<file path="src/rtl/hls_alu_chain.sv">
// Add/subtract/accumulate black-box with an ap_ctrl_chain handshake and
// configurable latency. Operands are captured at start; results load at E(LATENCY-1).
module hls_alu_chain #(
    parameter int WIDTH   = 5,
    parameter int LATENCY = 2
) (
    input  logic             ap_clk,
    input  logic             ap_rst,
    input  logic             ap_ce,
    input  logic             ap_start,
    output logic             ap_ready,
    output logic             ap_idle,
    output logic             ap_done,
    input  logic             ap_continue,
    input  logic [1:0]       cmd,
    input  logic [WIDTH-1:0] x,
    input  logic [WIDTH-1:0] y,
    output logic [WIDTH:0]   res,
    output logic             res_err,
    output logic [WIDTH:0]   acc
);

    typedef enum logic [1:0] {IDLE, BUSY, DONE} state_t;

    // With LATENCY = 1 the result is computed straight from the inputs at the accept edge.
    localparam bit         DIRECT   = (LATENCY == 1);
    localparam logic [3:0] CNT_INIT = (LATENCY >= 2) ? 4'(LATENCY - 2) : 4'd0;

    state_t           state;
    state_t           state_next;
    logic [3:0]       cnt;
    logic [1:0]       cmd_q;
    logic [WIDTH-1:0] x_q;
    logic [WIDTH-1:0] y_q;
    logic             accept;
    logic             load;
    logic [1:0]       op_cmd;
    logic [WIDTH-1:0] op_x;
    logic [WIDTH-1:0] op_y;
    logic [WIDTH:0]   op_res;
    logic [WIDTH:0]   op_acc;

    always_ff @(posedge ap_clk) begin
        if (ap_rst)
            state <= IDLE;
        else if (ap_ce)
            state <= state_next;
    end

    always_comb begin
        state_next = state;
        accept     = 1'b0;
        load       = 1'b0;
        case (state)
            IDLE: begin
                if (ap_start) begin
                    accept     = 1'b1;
                    load       = DIRECT;
                    state_next = DIRECT ? DONE : BUSY;
                end
            end
            BUSY: begin
                if (cnt == 4'd0) begin
                    load       = 1'b1;
                    state_next = DONE;
                end
            end
            DONE: begin
                if (ap_continue) begin
                    if (ap_start) begin
                        accept     = 1'b1;
                        load       = DIRECT;
                        state_next = DIRECT ? DONE : BUSY;
                    end else begin
                        state_next = IDLE;
                    end
                end
            end
            default: state_next = IDLE;
        endcase
    end

    always_comb begin
        op_cmd = DIRECT ? cmd : cmd_q;
        op_x   = DIRECT ? x : x_q;
        op_y   = DIRECT ? y : y_q;
        op_res = res;
        op_acc = acc;
        case (op_cmd)
            2'd1: op_res = {1'b0, op_x} + {1'b0, op_y};
            2'd2: op_res = {1'b0, op_x} - {1'b0, op_y};
            2'd3: begin
                op_acc = acc + {1'b0, op_x};
                op_res = op_acc;
            end
            default: ;
        endcase
    end

    always_ff @(posedge ap_clk) begin
        if (ap_rst) begin
            ap_ready <= 1'b0;
            ap_done  <= 1'b0;
            res      <= '0;
            res_err  <= 1'b0;
            acc      <= '0;
            cnt      <= 4'd0;
            cmd_q    <= 2'd0;
            x_q      <= '0;
            y_q      <= '0;
        end else if (ap_ce) begin
            ap_ready <= accept;
            ap_done  <= (state_next == DONE);
            if (accept) begin
                cmd_q <= cmd;
                x_q   <= x;
                y_q   <= y;
                cnt   <= CNT_INIT;
            end else if (state == BUSY && cnt != 4'd0) begin
                cnt <= cnt - 4'd1;
            end
            if (load) begin
                res     <= op_res;
                acc     <= op_acc;
                res_err <= (op_cmd == 2'd0);
            end
        end
    end

    assign ap_idle = (state == IDLE);

endmodule

</file>
<file path="config.mk">
export PLATFORM = sky130hd
export DESIGN_NAME = hls_alu_chain
export DESIGN_NICKNAME = d
export VERILOG_FILES = /design/src/rtl/hls_alu_chain.sv
export SDC_FILE = /design/constraint.sdc
export NUM_CORES = 1
export LEC_CHECK = 0
export ABC_CLOCK_PERIOD_IN_PS = 2230
export CORE_AREA = 5 5 69 71
export CTS_BUF_LIST = sky130_fd_sc_hd__clkbuf_8
export DETAILED_ROUTE_END_ITERATION = 8
export DIE_AREA = 0 0 74 76
export GPL_ROUTABILITY_DRIVEN = 1
export PLACE_DENSITY = 0.79
export SYNTH_ARGS = -nofsm -noshare
export SYNTH_HDL_FRONTEND = slang
export SYNTH_SLANG_ARGS = --single-unit
</file>
<file path="constraint.sdc">
create_clock -name ap_clk -period 2.23 [get_ports ap_clk]
set_input_delay 0.223 -clock ap_clk [delete_from_list [all_inputs] [get_ports ap_clk]]
set_output_delay 0.223 -clock ap_clk [all_outputs]
set_load 0.01 [all_outputs]
</file>
After elaboration in Yosys (flattened, before gate mapping)

Cells that the tools add are included.

Output and inout bits: 16
Word-level logic and storage cells: 45
Flip-flop bits (word level): 33
Input port bits: 17

Eq/ne operators: 6
Mux-type cells: 13
Add/sub/neg operators: 4
Reductions and logical operators: 12

Operators by type and width:

| operator                                             | number |
|---|---|
| one-hot mux 6 bit (3 select lines)                   | 1 |
| equality test 2 bit (second input constant)          | 4 |
| two-way mux 4 bit                                    | 2 |
| adder 5 x 5 -> 6 bit                                 | 1 |
| adder 6 x 5 -> 6 bit                                 | 1 |
| two-way mux 2 bit                                    | 3 |
| one-hot mux 2 bit (3 select lines)                   | 1 |
| AND reduction 2 bit                                  | 3 |
| AND reduction 3 bit                                  | 2 |
| subtractor 5 x 5 -> 6 bit                            | 1 |
| two-way mux 1 bit                                    | 5 |
| equality test 2 x 1 -> 1 bit (second input constant) | 2 |
| zero test 2 bit                                      | 2 |
| zero test 4 bit                                      | 1 |
| nonzero test 4 bit                                   | 1 |
| subtractor 4 x 1 -> 4 bit (second input constant)    | 1 |
| nonzero test 3 bit                                   | 1 |
| one-hot mux 1 bit (2 select lines)                   | 1 |
| nonzero test 2 bit                                   | 1 |
| logical AND 1 bit                                    | 1 |

Depth between registers and ports, before layout

Depth after elaboration: 5
Gate-level depth with buffers: 10
Gate-level depth less buffers: 10

Worst setup path before layout

OpenSTA, ideal clock, no wires.

Path kind: reg2reg
Start point: reg cmd_q[1]
End point: reg res[3]
Period minus slack after synthesis: 2.138 ns
Required time: 2.103 ns
Arrival: 2.011 ns
Setup time: 0.127 ns
Buffers on the path: 1
Path slack: 0.092 ns
Cell stages (with the launch flop): 10
Path through: dfxtp_1 -> buf_4 -> nor2b_1 -> mux2i_1 -> ha_1 -> nor2b_1 -> o21a_1 -> or3_1 -> a21oi_1 -> nor4_1

Word-level cells in the longest chain between the ends: 3
Elaborated cells between the ends (all ways): 6
Classes of those cells: eq/ne (3); mux (1); reduce/logical (2)

RTL lines:

| element                                                             | line | text |
|---|---|---|
| from (decl)                                                         | 32   | `logic [1:0] cmd_q;` |
| from (signal assigned)                                              | 115  | `cmd_q <= cmd;` |
| equality test 2 bit or equality test 2 x 1 -> 1 bit (tied branches) | 89   | `case (op_cmd)` |
| nonzero test 3 bit (no line)                                        | n/a  |  |
| AND reduction 3 bit (no line)                                       | n/a  |  |
| to (signal assigned)                                                | 123  | `res <= op_res;` |
| to (decl)                                                           | 18   | `output logic [WIDTH:0] res,` |

Parallel ways exist; a longest one is shown, timed or not.
A chain may end at the register's enable or synchronous reset.

Final worst setup path

Start point: reg y_q[0], in the netlist op_y[0]
End point: reg res[3]

Word-level cells in the longest chain between the ends: 2
Elaborated cells between the ends (all ways): 3
Classes of those cells: add/sub (2); mux (1)

RTL lines:

| element                                                           | line   | text |
|---|---|---|
| from (decl)                                                       | 34     | `logic [WIDTH-1:0] y_q;` |
| from (signal assigned)                                            | 117    | `y_q <= y;` |
| subtractor 5 x 5 -> 6 bit or adder 5 x 5 -> 6 bit (tied branches) | 91, 90 |  |
| one-hot mux 6 bit (3 select lines) *                              | 89     |  |

Every way passes the cells marked *; elsewhere a longest branch is shown, timed or not.

==> metrics.md <==
| Metric | Value |
|---|---|
| Grt ovf | 0 |
| #FFs+latches synth | 33 |
| Post-Syn Nets | 242 |
| Unrepaired setup endpoints after global routing | no |
| Clock slew at reported path FFs | 70 ps |
| Cells after DPL | 296 |
| Setup Fix Bufs, Post-CTS | 0 |
| Final Cycle Share | 93.07% |
| Maximum fanout along the worst path | 2 |
| Relative slew slack | 69.50% |
| Register area share after synthesis | 34.65% |
| Starting Density | 45.68% |
| Max Fclk | 481.8 MHz |
| Hold buffers post-CTS | 0 |
| Clk_skew | 6.809 ps |
| DPL Wire Length | 3026 um |
| Final min period | 2075 ps |
| Drt pass-1 iters | 4 |
| Max Cap Viol | 0 |
| Area of the core | 0.004174 mm^2 |
| Pin count of the biggest net entering global routing | 15 |
| Placement Rows | 24 |
| WP data arrival | 2250 ps |
| # port buffers | 32 |
| Cts bufs inserted | 5 |
| Overall power | 0.001390 W |
| Die Ht | 76 um |
| Routed WL per cell | 12.81 um |
| Setup WS post-layout | 154.6 ps |
| Hold Vio Cnt, Final | 0 |
| Tightest Pin Transition | 456.3 ps |
| DIE AREA | 0.005624 mm^2 |
| H-tree levels | 2 |
| Worst Setup Path Type | reg2reg |
| Clock latency on the worst-skew pair | 280 ps |
| Yosys top cell by area | dfxtp_1 |
| Initial antenna violation count | 0 |
| Final Net Count | 282 |
| Pre-CTS setup slack | 128.3 ps |
| Root Driver | clkbuf_8 |
| WP data required | 2400 ps |
| Min-Delay Path Class | reg2reg |
| Die width | 74 um |
| Synth Instances | 211 |
| Clock tree sinks | 33 |
| # DRC | 0 |
| Outcome | complete, no violations |
| Setup Viol. Count Final | 0 |
| Routed Antenna Nets | 0 |
| PwrDens | 577.7 mW/mm^2 |
| Most common cell after layout, fill and taps aside | nor2_1 |
| Vias in the first global route | 1494 |
| Share of the synthesized area in the top cell type | 34.65% |
| Routed via count | 1568 |
| Final std cells w/o fill | 303 |
| CP Capture Type | register |
| Unique masters post-synth | 41 |
| ANT cells | 0 |
| IO Pins | 33 |
| Drt initial violations | 59 |
| Mapped Area | 0.001907 mm^2 |
| First-pass GRT wire length | 6789 um |
| Leakage | 0.9883 nW |
| Global placement routability congestion | 0.8230 |
| Commonest cells after routing, fill and taps aside | nor2_1 (38), dfxtp_1 (33), clkdlybuf4s50_1 (32) |
| Top post-synthesis cells by area | dfxtp_1 (35%), mux2i_1 (12%), ha_1 (7.9%) |
| Wirelength, routed | 3882 um |
| Share of layout cells above drive strength 1 | 11.16% |
| TritonCTS clock tree | yes |
| Peak supply drop | 0.3077 mV |
| Final core utilization | 57.64% |
| Layout Area Growth over Synthesis | 26.18% |
| Mapped Avg Cell Area | 9.037 um^2 |
| CP startpoint kind | register |
| TNS Setup | 0 ps |
| Max clock buf depth | 2 |
| Vias per inst | 5.175 |
| GRT Resource Usage Total | 15.28% |
| Ys Warns | 0 |
| Max-slew violations | 0 |
## per-layer routing
metal / vias to the layer above / track usage [%] / share of wire, % / routed length (um)
met5: - / 0 / 0 / 0
met4: 0 / 5.797 / 2.1 / 82
met3: 6 / 5.013 / 6.3 / 244
met2: 38 / 23.32 / 46 / 1788
met1: 706 / 19.74 / 46 / 1767
li1: 818 / - / - / -
## what timing repair did
action,4_1_cts,5_1_grt
endpoints found under the hold margin,0,0
gates resized for setup,0,4
setup endpoints to repair,0,2
## power breakdown
group | switching (W) | internal [W]
Clock | 0.000203 | 0.000240
Sequential | 0.0000222 | 0.000613
Combinational | 0.000150 | 0.000161
## cell families (layout without fill, tap and decap cells)
logic type,Yosys count,after routing,share of synthesized area [%]
simple gates,78,78,21.26
compound gates,38,38,13.32
flops,33,33,34.65
mux,23,23,12.14
buf+inv,16,56,4.527
fa+ha+maj,14,14,9.974
xor+xnor,9,9,4.134
## worst paths after layout
path / startpoint / to / slack, ps / depth (start not counted)
worst max-delay path: op_y[0] / res[3] / 150 / 9
worst max register to register: op_y[0] / res[3] / 150 / 9
worst min-delay path: res[2] / res[2] / 500 / 2
worst min register to register: res[2] / res[2] / 500 / 2
## sequential cells by signal, indices dropped and copies added (netlist names)
name	cells
acc	6
ap_done	1
ap_ready	1
cmd_q	2
cnt	4
op_x	5
op_y	5
res	6
res_err	1
state	2
## cells in the mapped netlist, drive strengths merged
| library cell | instances |
|---|---|
| nand2b | 1 |
| dfxtp | 33 |
| mux2i | 22 |
| a22o | 1 |
| mux2 | 1 |
| nor4 | 1 |
| and4b | 1 |
| xnor2 | 6 |
| and2b | 2 |
| or3 | 3 |
| nand3b | 1 |
| a41oi | 1 |
| a21o | 5 |
| o2111ai | 1 |
| nor3 | 8 |
| o21ai | 7 |
| o32ai | 1 |
| inv | 8 |
| a21oi | 13 |
| a311oi | 2 |
| fa | 2 |
| clkbuf | 3 |
| buf | 5 |
| o21a | 3 |
| xor2 | 3 |
| nor2 | 39 |
| nor3b | 1 |
| nand3 | 7 |
| nand2 | 11 |
| ha | 12 |
| a211oi | 3 |
| a21boi | 1 |
| nor2b | 3 |
## metrics by stage
stage                     cell area (um^2)  hold slack, ps
after floorplan                       1907           370.2
after global placement                2303           475.9
after detailed placement              2303           481.7
after CTS                             2390           506.2
after global routing                  2406           524.9
final                                 2406           498.6
## area by class of cell
cell class	count	area, um^2
Fill cell	403	1768
Clock buffer	6	82.58
Tap cell	52	65.06
Multi-Input combinational cell	162	1176
Clock inverter	1	3.754
Sequential cell	33	660.6
Inverter	8	30.03
Timing Repair Buffer	41	387.9
## worst max-delay path: stages, from the launching register on
cell	delay, ps
dfxtp_1	330
inv_1	50
ha_1	290
mux2i_2	210
ha_1	260
nor2b_1	140
o21a_1	170
or3_1	320
a21oi_2	140
nor4_1	50
No activity file was read; power rests on OpenSTA's default activity.
